### config.mk
export PLATFORM = sky130hd
export DESIGN_NAME = latch_write_seq
export DESIGN_NICKNAME = d
export VERILOG_FILES = /design/src/rtl/latch_write_seq.sv
export SDC_FILE = /design/constraint.sdc
export NUM_CORES = 1
export LEC_CHECK = 0
export ABC_CLOCK_PERIOD_IN_PS = 3650
export BUFFER_PORTS_ARGS = -buffer_cell sky130_fd_sc_hd__buf_2
export CAP_MARGIN = 20
export CORE_ASPECT_RATIO = 0.8
export CORE_MARGIN = 5
export CORE_UTILIZATION = 36
export CTS_CLUSTER_SIZE = 10
export DETAILED_ROUTE_END_ITERATION = 10
export PLACE_DENSITY_LB_ADDON = 0.05
export SYNTH_ARGS = -nofsm -noshare
export SYNTH_HDL_FRONTEND = slang
export SYNTH_SLANG_ARGS = --single-unit
### constraint.sdc
create_clock -name Clock -period 3.65 [get_ports Clock]
set_input_delay 0.5475 -clock Clock [delete_from_list [all_inputs] [get_ports Clock]]
set_output_delay 0.5475 -clock Clock [all_outputs]
set_load 0.01 [all_outputs]
### src/rtl/latch_write_seq.sv
// rtl/latch_write_seq.sv - write sequencer for a gated D-latch with capture check (optional retry: LATCH_WRITE_SEQ_RETRY_EN)
module latch_write_seq #(
  parameter int SETUP_CYC   = 2,
  parameter int PULSE_CYC   = 3,
  parameter int HOLD_CYC    = 2,
  parameter int SYNC_STAGES = 2,
  parameter int CNT_W       = 4
) (
  input  logic       Clock,
  input  logic       Resetn,
  input  logic       ReqValid,
  input  logic       ReqData,
  output logic       ReqReady,
  output logic       D,
  output logic       Enable,
  input  logic       Qa,
  input  logic       Qb,
  output logic       DoneValid,
  output logic       DoneOk,
  output logic [7:0] ErrCount
);

  // Phase lengths below the usable minimum are clamped rather than rejected.
  localparam int SETUP_N = (SETUP_CYC < 1) ? 1 : SETUP_CYC;
  localparam int PULSE_N = (PULSE_CYC < 1) ? 1 : PULSE_CYC;
  localparam int HOLD_N  = (HOLD_CYC < 1) ? 1 : HOLD_CYC;
  localparam int SYNC_N  = (SYNC_STAGES < 2) ? 2 : SYNC_STAGES;

  localparam logic [CNT_W-1:0] SETUP_LAST = CNT_W'(SETUP_N - 1);
  localparam logic [CNT_W-1:0] PULSE_LAST = CNT_W'(PULSE_N - 1);
  localparam logic [CNT_W-1:0] HOLD_LAST  = CNT_W'(HOLD_N - 1);
  localparam logic [CNT_W-1:0] SYNC_LAST  = CNT_W'(SYNC_N - 1);

  typedef enum logic [2:0] {
    S_IDLE,
    S_SETUP,
    S_PULSE,
    S_HOLD,
    S_CHECK,
    S_DONE
  } state_t;

  state_t             state_q, state_d;
  logic [CNT_W-1:0]   cnt_q, cnt_d;
  logic               d_q, d_d;
  logic [7:0]         err_q, err_d;
  logic               done_ok_d;
  logic               ok;
  logic [SYNC_N-1:0]  qa_sync, qb_sync;
  logic               qa_s, qb_s;
`ifdef LATCH_WRITE_SEQ_RETRY_EN
  logic               retry_q, retry_d;
`endif

  assign qa_s     = qa_sync[SYNC_N-1];
  assign qb_s     = qb_sync[SYNC_N-1];
  assign D        = d_q;
  assign ErrCount = err_q;

  // Bring the asynchronous latch outputs into the clock domain.
  always_ff @(posedge Clock or negedge Resetn) begin
    if (!Resetn) begin
      qa_sync <= '0;
      qb_sync <= '0;
    end else begin
      qa_sync <= {qa_sync[SYNC_N-2:0], Qa};
      qb_sync <= {qb_sync[SYNC_N-2:0], Qb};
    end
  end

  // Next-state logic: each timed phase counts to its last cycle, then hands off.
  always_comb begin
    state_d   = state_q;
    cnt_d     = cnt_q;
    d_d       = d_q;
    err_d     = err_q;
    done_ok_d = 1'b0;
    ok        = (qa_s == d_q) && (qb_s == ~d_q);
`ifdef LATCH_WRITE_SEQ_RETRY_EN
    retry_d   = retry_q;
`endif
    case (state_q)
      S_IDLE: begin
`ifdef LATCH_WRITE_SEQ_RETRY_EN
        retry_d = 1'b0;
`endif
        if (ReqValid && ReqReady) begin
          d_d     = ReqData;
          cnt_d   = '0;
          state_d = S_SETUP;
        end
      end
      S_SETUP: begin
        if (cnt_q == SETUP_LAST) begin
          cnt_d   = '0;
          state_d = S_PULSE;
        end else begin
          cnt_d = cnt_q + 1'b1;
        end
      end
      S_PULSE: begin
        if (cnt_q == PULSE_LAST) begin
          cnt_d   = '0;
          state_d = S_HOLD;
        end else begin
          cnt_d = cnt_q + 1'b1;
        end
      end
      S_HOLD: begin
        if (cnt_q == HOLD_LAST) begin
          cnt_d   = '0;
          state_d = S_CHECK;
        end else begin
          cnt_d = cnt_q + 1'b1;
        end
      end
      S_CHECK: begin
        if (cnt_q == SYNC_LAST) begin
          cnt_d = '0;
`ifdef LATCH_WRITE_SEQ_RETRY_EN
          if (!ok && !retry_q) begin
            retry_d = 1'b1;
            state_d = S_SETUP;
          end else begin
`else
          begin
`endif
            state_d   = S_DONE;
            done_ok_d = ok;
            if (!ok && (err_q != 8'hFF)) begin
              err_d = err_q + 8'd1;
            end
          end
        end else begin
          cnt_d = cnt_q + 1'b1;
        end
      end
      S_DONE: begin
        state_d = S_IDLE;
      end
      default: begin
        state_d = S_IDLE;
      end
    endcase
  end

  // State, data and all outputs are registered from the next-state values.
  always_ff @(posedge Clock or negedge Resetn) begin
    if (!Resetn) begin
      state_q   <= S_IDLE;
      cnt_q     <= '0;
      d_q       <= 1'b0;
      err_q     <= 8'd0;
      Enable    <= 1'b0;
      ReqReady  <= 1'b0;
      DoneValid <= 1'b0;
      DoneOk    <= 1'b0;
    end else begin
      state_q   <= state_d;
      cnt_q     <= cnt_d;
      d_q       <= d_d;
      err_q     <= err_d;
      Enable    <= (state_d == S_PULSE);
      ReqReady  <= (state_d == S_IDLE);
      DoneValid <= (state_d == S_DONE);
      DoneOk    <= done_ok_d;
    end
  end

`ifdef LATCH_WRITE_SEQ_RETRY_EN
  // One retry per request; cleared whenever the sequencer is idle.
  always_ff @(posedge Clock or negedge Resetn) begin
    if (!Resetn) begin
      retry_q <= 1'b0;
    end else begin
      retry_q <= retry_d;
    end
  end
`endif

endmodule

==> Yosys cells after proc, flatten, opt, wreduce, memory -nomap -nowiden <==
Index checks and enable logic that the tools add are counted.
{ "word_totals": {"output_inout_bits": 13, "in_bits": 6, "word_cells": 48, "reg_bits": 24} }
{ "op_classes": {"addsub": 2, "n_reduce_logical": 11, "n_eq_ne": 12, "bitwise": 1, "mux": 12} }
{ "ops": {"columns": ["operator", "n"], "rows": [
  ["$mux 3", 5],
  ["$pmux 3 s5", 1],
  ["$mux 4", 3],
  ["$pmux 4 s3", 1],
  ["$eq 3x2->1 const B", 3],
  ["$add 8x1->8 const B", 1],
  ["$ne 8x8->1 const B", 1],
  ["$eq 3x3->1 const B", 2],
  ["$logic_not 3->1", 2],
  ["$add 4x1->4 const B", 1],
  ["$eq 4x1->1 const B", 1],
  ["$eq 4x2->1 const B", 1],
  ["$reduce_and 2->1", 2],
  ["$eq 3x1->1 const B", 1],
  ["$logic_and 1x1->1", 3],
  ["$reduce_and 3->1", 1],
  ["$reduce_bool 3->1", 1],
  ["$reduce_or 3->1", 1],
  ["$eq 1x1->1", 2],
  ["$mux 1", 2],
  ["$ne 2x2->1 const B", 1],
  ["$logic_not 1->1", 1],
  ["$not 1->1", 1]
]} }

==> Depth between registers and ports, before layout <==
Gate-level depths: netlist of the first run.
{ "logic_depth": {"depth_word": 6, "ltp_mapped": 5, "mapped_depth_nobuf": 4} }

==> Worst setup path before layout of the first run <==
OpenSTA, ideal clock, no wires.
{ "synth_path": {"path_type": "register to register", "start": "reg state_q[1]", "end": "reg err_q[1], in the netlist ErrCount[1]", "setup_ns": 0.125, "stages_incl_launch_ff": 6, "synth_period_minus_slack_ns": 1.839, "arrival_ns": 1.714, "t_required_ns": 3.525, "path_slack_ns": 1.811, "n_path_buf": 1, "path_cell_list": "dfrtp_1 -> buf_6 -> or3b_4 -> nor4b_4 -> nand2_2 -> mux2_4"} }
{ "synth_between": {"elab_chain_cells": 2} }
{ "synth_lines": {"columns": ["element", "line_no", "text"], "rows": [
  ["start: declaration", "43", "state_t state_q, state_d;"],
  ["start signal: assignment", "159", "state_q <= state_d;"],
  ["$eq 3x3->1", "82", "case (state_q)"],
  ["$reduce_and 3->1 (no source line)", null, null],
  ["end signal: assignment", "162", "err_q <= err_d;"],
  ["end: declaration", "46", "logic [7:0] err_q, err_d;"]
]} }
No other way between the ends.
A chain may end at the register's enable or synchronous reset.

==> Worst setup path after layout of the first run <==
{ "layout_path": {"start": "reg cnt_q[0]", "end": "reg err_q[1], in the netlist ErrCount[1]"} }
{ "layout_between": {"elab_chain_cells": 2} }
{ "layout_lines": {"columns": ["element", "line_no", "text"], "rows": [
  ["start: declaration", "44", "logic [CNT_W-1:0] cnt_q, cnt_d;"],
  ["start signal: assignment", "160", "cnt_q <= cnt_d;"],
  ["$eq 4x1->1", "118", "if (cnt_q == SYNC_LAST) begin"],
  ["$reduce_and 3->1 (no source line)", null, null]
]} }
No other way between the ends.

==> metrics.yaml, run 1 <==
synth_cells: 103
drtPass1Iterations: 4
worstRegToRegCells: 4
top_layer: "met4"
postCtsResizedCells: 0
grt_pass1_wl_um: 3790
grt_pass1_vias: 782
cts_sinks: 24
met2_length_um: 935
synth_edf_count: 0
die_h_um: 60.4
skew_ns: 0.00371
cts_setup_buffers: 0
avgSynthCellArea_um2: 11.1
power_mw: 0.891
synthArstFlopShare_pct: 100
yosysTopAreaCell: "dfrtp_1"
io_buffers: 18
wl_um: 2170
synth_seq_cells: 24
gp_congestion: 0.748
cp-end-kind: "flop"
ys_warn_count: 0
n_antenna_cell: 0
setup_viol: 0
cp.arrival_ns: 2.24
drt_iter0_markers: 59
grt_util_all_layers_pct: 11.2
cts_buffers: 3
grt_setup_unrepaired: "false"
clk_pin_slew_ns: 0.08
yosysTopAreaCellShare_pct: 52.6
cp.required_ns: 3.80
p_per_area_mw_per_mm2: 678
maxSlewViolCount: 0
drive_above_1_share_pct: 27.3
cts-htree-levels: 1
vias_per_cell: 4.86
register_area_um2: 601
m1WireLength_um: 1140
wl_per_cell_um: 13.5
yosysUniqueCellTypes: 39
die_x_um: 73.0
clockBufferDepth: 2
tightestPinTransition_ns: 0.531
ios: 19
fmax_mhz: 477
criticalPathCategory: "flop to flop"
worst_setup_path_start_kind: "flop"
drc: 0
worstPathMaxFanout: 12
hold_class: "input pin to asynchronous set/reset pin"
multi_input_area_um2: 519
start_util_pct: 37.3
power_leakage_nw: 0.618
nNetsFinal: 129
syn2layout_area_growth_pct: 15.1
netlist_area_mm2: 0.00114
slew-limit-headroom_pct: 64.1
antenna_found_initial: 0
fp.dieArea_mm2: 0.00441
syn_nets: 110
wl_met3_um: 78
yosysSeqAreaShare_pct: 52.6
grt_max_degree: 25
hold_viol_final: 0
core-area_mm2: 0.00306
ir_drop_uv: 290
insertion_delay_ns: 0.26
min_period_ns: 2.10
rows: 18
synth_ff_type: "dfrtp_1"
nFillCells: 319
timing.setup.tns_ns: 0
period_share_pct: 57.4
maxCapViolCount: 0
status: "finished, final reports clean"
hpwl_um: 1590
cts_tree: "built"
ys_top_cells_by_area: "dfrtp_1 53%, xnor2_1 5.4%, nand2_1 2.6%, nand3_1 2.2%, nand4_1 2.2%"
ant_nets: 0
clockRootBuffer: "clkbuf_8"
cts-hold-fix-buffers: 0
overflow: 0
num_vias: 782
[cell type report]
type / instances / share of cell area (%)
multi-input combinational: 75 / 39.5
sequential: 24 / 45.7
clock buffer: 4 / 4.19
tap: 40 / 3.81
timing repair buffer: 18 / 6.85
[layout by cell type, fill, tap and decap left out, drive strengths merged, types with 2 or more instances in the layout]
cell type,count
a21oi,4
and2,3
and3,3
buf,18
clkbuf,4
dfrtp,24
mux2,2
nand2,9
nand2b,2
nand3,5
nand4,4
nor2,5
nor2b,2
nor3,3
nor4b,4
o21ai,4
o22ai,2
xnor2,7
[state kept, by name, indices dropped and copies added (netlist names)]
register and count:
state_q 3, qa_sync 2, D 1, ReqReady 1
ErrCount 8, cnt_q 4, DoneOk 1, qb_sync 2
Enable 1, DoneValid 1
[logic make-up after synthesis]
group | count (synthesis) | synth area share (%)
buffers and inverters | 4 | 1.97
multiplexers | 3 | 3.18
AO/OA/AOI/OAI | 15 | 8.22
XOR/XNOR | 8 | 6.13
AND/OR/NAND/NOR | 48 | 26.8
flip-flops | 24 | 52.6
adder cells (fa/ha/maj) | 1 | 1.10
[synth_stat cells, types with 3 or more instances]
library cell  count
dfrtp_1          24
nand2_1           8
xnor2_1           7
nand3_1           5
nor2_1            5
a21oi_1           4
nand4_1           4
o21ai_0           4
and2_1            3
and3_1            3
nor3_1            3
[power breakdown]
part / total (mW) / leakage, nW / internal (mW) / switching [mW]
clock network: 0.173 / 0.0288 / 0.0960 / 0.0772
logic: 0.300 / 0.278 / 0.153 / 0.147
registers: 0.418 / 0.311 / 0.325 / 0.0931
[path summary, 6_finish.rpt]
path	start	end	slack (ns)
setup / recovery	cnt_q[0]	ErrCount[1]	1.55
hold / removal	Resetn	cnt_q[0]	0.26
setup reg to reg	cnt_q[0]	ErrCount[1]	1.55
hold reg to reg	qb_sync[0]	qb_sync[1]	0.35
max in group asynchronous	Resetn	DoneValid	3.03
min in group Clock	qb_sync[0]	qb_sync[1]	0.35
[critical path: stages, from the launching register on]
cell and delay (ns):
dfrtp_1 0.54, nor4b_2 0.51, nor4b_4 0.48, nand2_2 0.13, mux2_4 0.32
[metal layers]
layer	global-route usage (%)	vias up
met3	4.14	2
li1	-	405
met2	16.2	14
met5	0	-
met1	16.1	361
met4	2.37	0
[stage by stage]
| step | cells | cell area (um2) | worst slack (ns) | utilization (%) | hold slack, ns |
|---|---|---|---|---|---|
| 6_report | 161 | 1320 | 1.55 | 42.9 | 0.260 |
| 2_1_floorplan | 103 | 1140 | 1.81 | - | 0.252 |
| 3_5_place_dp | 157 | 1260 | 1.56 | 41.1 | 0.338 |
| 4_1_cts | 161 | 1320 | 1.54 | 42.9 | 0.279 |
| 5_1_grt | 161 | 1320 | 1.35 | 42.9 | 0.293 |
| 3_3_place_gp | 157 | 1260 | 1.64 | 41.1 | 0.335 |
(Power assumes the default switching activity.)
==> run 2, diff against run 1 <==
--- a/config.mk
+++ b/config.mk
@@ -5,7 +5,8 @@
 export SDC_FILE = /design/constraint.sdc
 export NUM_CORES = 1
 export LEC_CHECK = 0
-export ABC_CLOCK_PERIOD_IN_PS = 3650
+export ABC_AREA = 1
+export ABC_CLOCK_PERIOD_IN_PS = 1800
 export BUFFER_PORTS_ARGS = -buffer_cell sky130_fd_sc_hd__buf_2
 export CAP_MARGIN = 20
 export CORE_ASPECT_RATIO = 0.8
==> constraint.sdc (replaced) <==
create_clock -name Clock -period 1.8 [get_ports Clock]
set_input_delay 0.27 -clock Clock [delete_from_list [all_inputs] [get_ports Clock]]
set_output_delay 0.27 -clock Clock [all_outputs]
set_load 0.01 [all_outputs]
==> metrics.yaml, run 2 <==
vias_per_cell: 4.59  # -5.6%
fp.dieArea_mm2: 0.00476  # +8.1%
ys_warn_count: 0  # unchanged
dpl-instance-area_mm2: 0.00139  # +11%
synth_ff_type: "dfrtp_1"
core-area_mm2: 0.00340  # +11%
yosysTopAreaCell: "dfrtp_1"
skew_ns: 0.000824  # -0.00288 ns
gp_congestion: 0.841  # +12%
r2r_setup_slack_ns: 0.35  # -1.21 ns
clk_pin_slew_ns: 0.08  # about the same
hold_viol_final: 0  # unchanged
cp.arrival_ns: 1.61  # -0.63 ns
drtPass1Iterations: 4  # unchanged
maxSlewViolCount: 0  # unchanged
path_buf_inv: 1  # +1
avgSynthCellArea_um2: 8.18  # -26%
power_leakage_nw: 0.852  # +38%
clockBufferDepth: 2  # unchanged
critPathLaunch: "ErrCount[0]"
hold_class: "input pin to flop"
nFillCells: 366  # +15%
tightestPinTransition_ns: 0.551  # +0.0194 ns
yosysUniqueCellTypes: 21  # -46%
syn_nets: 160  # +45%
critical_path.endpoint: "ErrCount[0]"
power_mw: 1.92  # +120%
io_buffers: 18  # unchanged
hpwl_um: 1900  # +19%
cts_sinks: 24  # unchanged
worst_r2r_startpoint: "ErrCount[0]"
grt_setup_unrepaired: "false"
worstSetupPathDepth: 8  # +4
nNetsFinal: 184  # +43%
stdcell_area_mm2: 0.00146  # +11%
postCtsResizedCells: 0  # unchanged
timing.setup.tns_ns: 0  # unchanged
synth_commonest_cells: "54 x nand2_1, 24 x dfrtp_1, 14 x inv_1, 12 x nor2_1, 11 x nand3_1"
crit_top_cell: "nand2_1"
synth_seq_cells: 24  # unchanged
cp.required_ns: 1.96  # -1.84 ns
wl_per_cell_um: 11.8  # -12%
final_cell_mix: "54 x nand2_1, 24 x dfrtp_1, 18 x buf_2"
overflow: 0  # unchanged
num_vias: 1000  # +28%
r2r-end: "ErrCount[0]"
yosysTopAreaCellShare_pct: 48.0  # -4.6 points
max_stage_delay_ns: 0.43  # -0.11 ns
yosysSeqAreaShare_pct: 48.0  # -4.6 points
fmax_mhz: 688  # +44%
p_per_area_mw_per_mm2: 1310  # +94%
ir_drop_uv: 525  # +81%
cts_buffers: 3  # unchanged
insertion_delay_ns: 0.26  # about the same
n_antenna_cell: 0  # unchanged
cts_setup_buffers: 0  # unchanged
antenna_found_initial: 0  # unchanged
cp_slowest_cell: "dfrtp_1"
grt_pass1_vias: 968  # +24%
synth_cells: 153  # +49%
worstPathMaxFanout: 8  # -4
drc: 0  # unchanged
status: "finished, final reports clean"
min_path_cells: 1
yosysMostFrequentCell: "nand2_1"
grt_max_degree: 25  # unchanged
netlist_area_mm2: 0.00125  # +9.5%
syn2layout_area_growth_pct: 16.6
cts-htree-levels: 1  # unchanged
ios: 19  # unchanged
worst_setup_path_start_kind: "flop"
criticalPathCategory: "flop to flop"
cp-end-kind: "flop"
start_util_pct: 36.8  # -0.49 points
synthArstFlopShare_pct: 100  # unchanged
die_x_um: 75.9  # +4.0%
wl_um: 2580  # +19%
grt_pass1_wl_um: 4540  # +20%
crit_family: "simple AND/OR/NAND/NOR gates"
mostFrequentLayoutCell: "nand2_1"
ant_nets: 0  # unchanged
crit_chain: "ha_1, inv_2, nor2_2, nand2_1, nor2_4, nor2_8, nand2_1, nand2_1"
drive_above_1_share_pct: 22.2  # -5.1 points
synth_edf_count: 0  # unchanged
setup_viol: 0  # unchanged
min_period_ns: 1.45  # -0.644 ns
cts_tree: "built"
die_h_um: 62.7  # +3.9%
worstRegToRegCells: 8  # +4
largest_reg_flops: 8  # unchanged
period_share_pct: 80.7  # +23 points
rows: 19  # +1
maxCapViolCount: 0  # unchanged
drt_iter0_markers: 55  # -6.8%
ys_top_cells_by_area: "dfrtp_1 48%, nand2_1 16%, nand3_1 4.4%, inv_1 4.2%, nor2_1 3.6%"
clockRootBuffer: "clkbuf_8"
slew-limit-headroom_pct: 63.3  # -0.79 points
grt_util_all_layers_pct: 11.7  # +0.46 points
==> run 2: cell types whose count changed in the layout (fill, tap and decap cells not counted), moves of 4 or more <==
cell,before,now
nand2_1,8,54
inv_1,0,14
nor2_1,5,12
inv_2,0,6
nand3_1,5,11
xnor2_1,7,2
o21ai_1,0,4
==> run 2: how the worst min path moves through the flow <==
stage          slack [ns]    from          to
5_1_grt              0.09      Qb  qb_sync[0]
2_1_floorplan       -0.03  Resetn           D
6_report             0.11      Qa  qa_sync[0]
3_3_place_gp         0.29  Resetn  state_q[1]
3_5_place_dp         0.30  Resetn  state_q[1]
4_1_cts               0.1      Qb  qb_sync[0]
==> run 2: logic make-up after synthesis <==
family | after synthesis | synth area share [%]
DFF | 24 | 48.0
muxes | 1 | 0.800
adders and majority gates | 1 | 1.00
and+or+nand+nor | 91 | 35.7
buffers and inverters | 21 | 6.30
AOI/OAI and AO/OA | 9 | 4.00
xor gates and xnor gates | 6 | 4.20
==> run 2: power breakdown <==
part	internal, mW	switching, mW	total, mW
registers	0.660	0.123	0.783
logic	0.264	0.504	0.768
clock network	0.195	0.172	0.367
==> run 2: layout make-up <==
| cell class | instances | area [um2] | share of cell area [%] |
|---|---|---|---|
| Clock buffer | 4 | 55.1 | 3.77 |
| Inverter | 21 | 78.8 | 5.40 |
| Tap cell | 42 | 52.6 | 3.60 |
| Timing Repair Buffer | 19 | 100 | 6.86 |
| Multi-Input combinational cell | 108 | 572 | 39.2 |
| Sequential cell | 24 | 601 | 41.2 |
==> run 2: what timing repair did <==
item	4_1_cts	5_1_grt
setup endpoints to repair	0	0
hold endpoints to repair	16	0
hold buffers	1	0
==> run 2: worst register-to-register path, stage by stage, from the launching register on <==
cell	delay, ns
dfrtp_1	0.43
ha_1	0.23
inv_2	0.04
nor2_2	0.16
nand2_1	0.13
nor2_4	0.16
nor2_8	0.07
nand2_1	0.06
nand2_1	0.06
==> run 2: stage by stage <==
stage	utilization (%)	instances	setup WS, ns	hold WS [ns]
global route	42.9	218	0.245	0.0863
CTS	42.9	218	0.351	0.0956
floorplan	-	153	0.448	-0.0256
detailed placement	41.0	213	0.368	0.297
global placement	41.0	213	0.435	0.290
finish	42.9	218	0.348	0.106
==> run 2: metal layers <==
layer | routed length, um | track usage (%) | up-vias
li1 | - | - | 517
met1 | 1360 | 16.8 | 461
met2 | 1060 | 16.3 | 18
met3 | 123 | 4.03 | 4
met4 | 27 | 3.33 | 0
met5 | 0 | 0 | -
==> run 3, diff against run 2 <==
--- a/config.mk
+++ b/config.mk
@@ -5,8 +5,8 @@
 export SDC_FILE = /design/constraint.sdc
 export NUM_CORES = 1
 export LEC_CHECK = 0
-export ABC_AREA = 1
-export ABC_CLOCK_PERIOD_IN_PS = 1800
+export ABC_AREA = 0
+export ABC_CLOCK_PERIOD_IN_PS = 1400
 export BUFFER_PORTS_ARGS = -buffer_cell sky130_fd_sc_hd__buf_2
 export CAP_MARGIN = 20
 export CORE_ASPECT_RATIO = 0.8
==> constraint.sdc (replaced) <==
create_clock -name Clock -period 1.4 [get_ports Clock]
set_input_delay 0.21 -clock Clock [delete_from_list [all_inputs] [get_ports Clock]]
set_output_delay 0.21 -clock Clock [all_outputs]
set_load 0.01 [all_outputs]
==> metrics.yaml, run 3 (synthesis results as in run 1) <==
status: "finished with violations"
violations: "setup timing"
setup_ws_ns: -0.191  # -0.538 ns
hold_viol_final: 0  # unchanged
drtPass1Iterations: 4  # unchanged
fmax_mhz: 629  # -8.7%
criticalPathCategory: "flop to flop"
tightestPinTransition_ns: 0.539  # -0.0116 ns
worstRegToRegCells: 5  # -3
p_per_area_mw_per_mm2: 1950  # +48%
start_util_pct: 37.3  # +0.49 points
grt_pass1_vias: 953  # -1.5%
wl_per_cell_um: 12.9  # +9.4%
gp_congestion: 0.763  # -9.2%
n_antenna_cell: 0  # unchanged
crit_chain: "or3b_4, nor4b_4, buf_4, nand4_1, xnor2_1"
dpl-instance-area_mm2: 0.00146  # +4.8%
cts_tree: "built"
slew-limit-headroom_pct: 64.1  # +0.78 points
grt_util_all_layers_pct: 12.4  # +0.75 points
insertion_delay_ns: 0.27  # about the same
nFillCells: 291  # -20%
nNetsFinal: 157  # -15%
worstPathMaxFanout: 6  # -2
timing.setup.tns_ns: -1.83  # -1.83 ns
worstSetupPathDepth: 5  # -3
worst_setup_path_start_kind: "flop"
setup_viol: 15  # +15
ios: 19  # unchanged
antenna_found_initial: 0  # unchanged
largest_reg_flops: 8  # unchanged
min_period_ns: 1.59  # +0.138 ns
multi_input_area_um2: 626  # +9.4%
stdcell_area_mm2: 0.00167  # +15%
drc: 0  # unchanged
die_x_um: 73.0  # -3.9%
min_path_cells: 1  # unchanged
power_leakage_nw: 0.811  # -4.8%
grt_pass1_wl_um: 4180  # -7.9%
core-area_mm2: 0.00306  # -9.9%
num_vias: 919  # -8.1%
maxSlewViolCount: 0  # unchanged
drt_iter0_markers: 36  # -35%
fp.dieArea_mm2: 0.00441  # -7.5%
clockBufferDepth: 2  # unchanged
max_stage_delay_ns: 0.41  # -0.02 ns
overflow: 0  # unchanged
final_cell_mix: "23 x dfrtp_1, 21 x buf_4, 18 x buf_2"
clockRootBuffer: "clkbuf_8"
cts_sinks: 24  # unchanged
skew_ns: 0.0133  # +0.0125 ns
mostFrequentLayoutCell: "dfrtp_1"
ant_nets: 0  # unchanged
grt_setup_unrepaired: "true"
hold_class: "input pin to flop"
io_buffers: 18  # unchanged
cp_slowest_cell: "or3b_4"
vias_per_cell: 4.86  # +6.0%
rows: 18  # -1
cts_buffers: 3  # unchanged
maxCapViolCount: 0  # unchanged
wl_um: 2450  # -5.1%
clk_pin_slew_ns: 0.09  # about the same
die_h_um: 60.4  # -3.7%
syn2layout_area_growth_pct: 46.6
hold_slack_ns: 0.0381  # -0.0683 ns
cp-end-kind: "flop"
crit_family: "simple AND/OR/NAND/NOR gates"
cts-htree-levels: 1  # unchanged
hpwl_um: 1800  # -5.2%
period_share_pct: 114  # +33 points
register_area_um2: 602  # +0.21%
path_buf_inv: 1  # unchanged
power_mw: 3.26  # +70%
cp.required_ns: 1.55  # -0.41 ns
drive_above_1_share_pct: 49.7  # +28 points
cp.arrival_ns: 1.74  # +0.13 ns
grt_max_degree: 25  # unchanged
ir_drop_uv: 1100  # +110%
[run 3: changes by cell type in the layout (fill, tap and decap cells not counted), sizes merged, moves of 3 or more]
cell and change:
and2 +3, nand3 -7, nand2 -48, nor4b +4, nor3 +3, xor2 -3, and3 +3, xnor2 +5
inv -20, nor2 -14, buf +27
[run 3: final timing paths]
kind                       startpoint           to  slack [ns]
max in group asynchronous      Resetn     cnt_q[0]        0.55
min                                Qa   qa_sync[0]        0.04
max                        state_q[1]  ErrCount[6]       -0.19
min reg2reg                qa_sync[0]   qa_sync[1]        0.36
min in group asynchronous      Resetn    DoneValid        0.45
max reg2reg                state_q[1]  ErrCount[6]       -0.19
[run 3: what timing repair did]
item / CTS / global route
setup endpoints to repair: 16 / 16
pin swaps: 8 / 8
cloned: 0 / 0
hold endpoints to repair: 24 / 0
hold buffers: 1 / 0
setup buffers: 1 / 2
gates resized for setup: 9 / 21
[run 3: final cells by class]
class,count,area share (%)
Clock inverter,1,1.79
Clock buffer,3,2.47
Multi-Input combinational cell,75,37.4
Timing Repair Buffer,46,19.4
Tap cell,40,2.99
Sequential cell,24,35.9
[run 3: worst register-to-register path, cell delays in order, from the launching register on]
cell and delay [ns]:
dfrtp_1 0.38, or3b_4 0.41, nor4b_4 0.25, buf_4 0.19
nand4_1 0.10, xnor2_1 0.14
[run 3: power by group]
part	internal (mW)	total, mW	switching (mW)
Clock	0.382	0.602	0.220
Combinational	0.930	1.66	0.734
Sequential	0.852	0.993	0.140
Total	2.16	3.26	1.09
[run 3: per-stage QoR]
stage                     worst slack [ns]  cells  util (%)
after floorplan                     -0.395    103         -
after global placement              -0.215    183      47.7
after detailed placement            -0.224    183      47.7
after CTS                           -0.190    189      52.1
after global routing                -0.285    189      54.7
final                               -0.191    189      54.7
[run 3: metal layers]
metal	vias up	routed length [um]	global-route usage, %
met4	0	16	4.21
li1	459	-	-
met3	2	79	3.64
met2	11	1120	18.9
met1	447	1230	17.1
met5	-	0	0
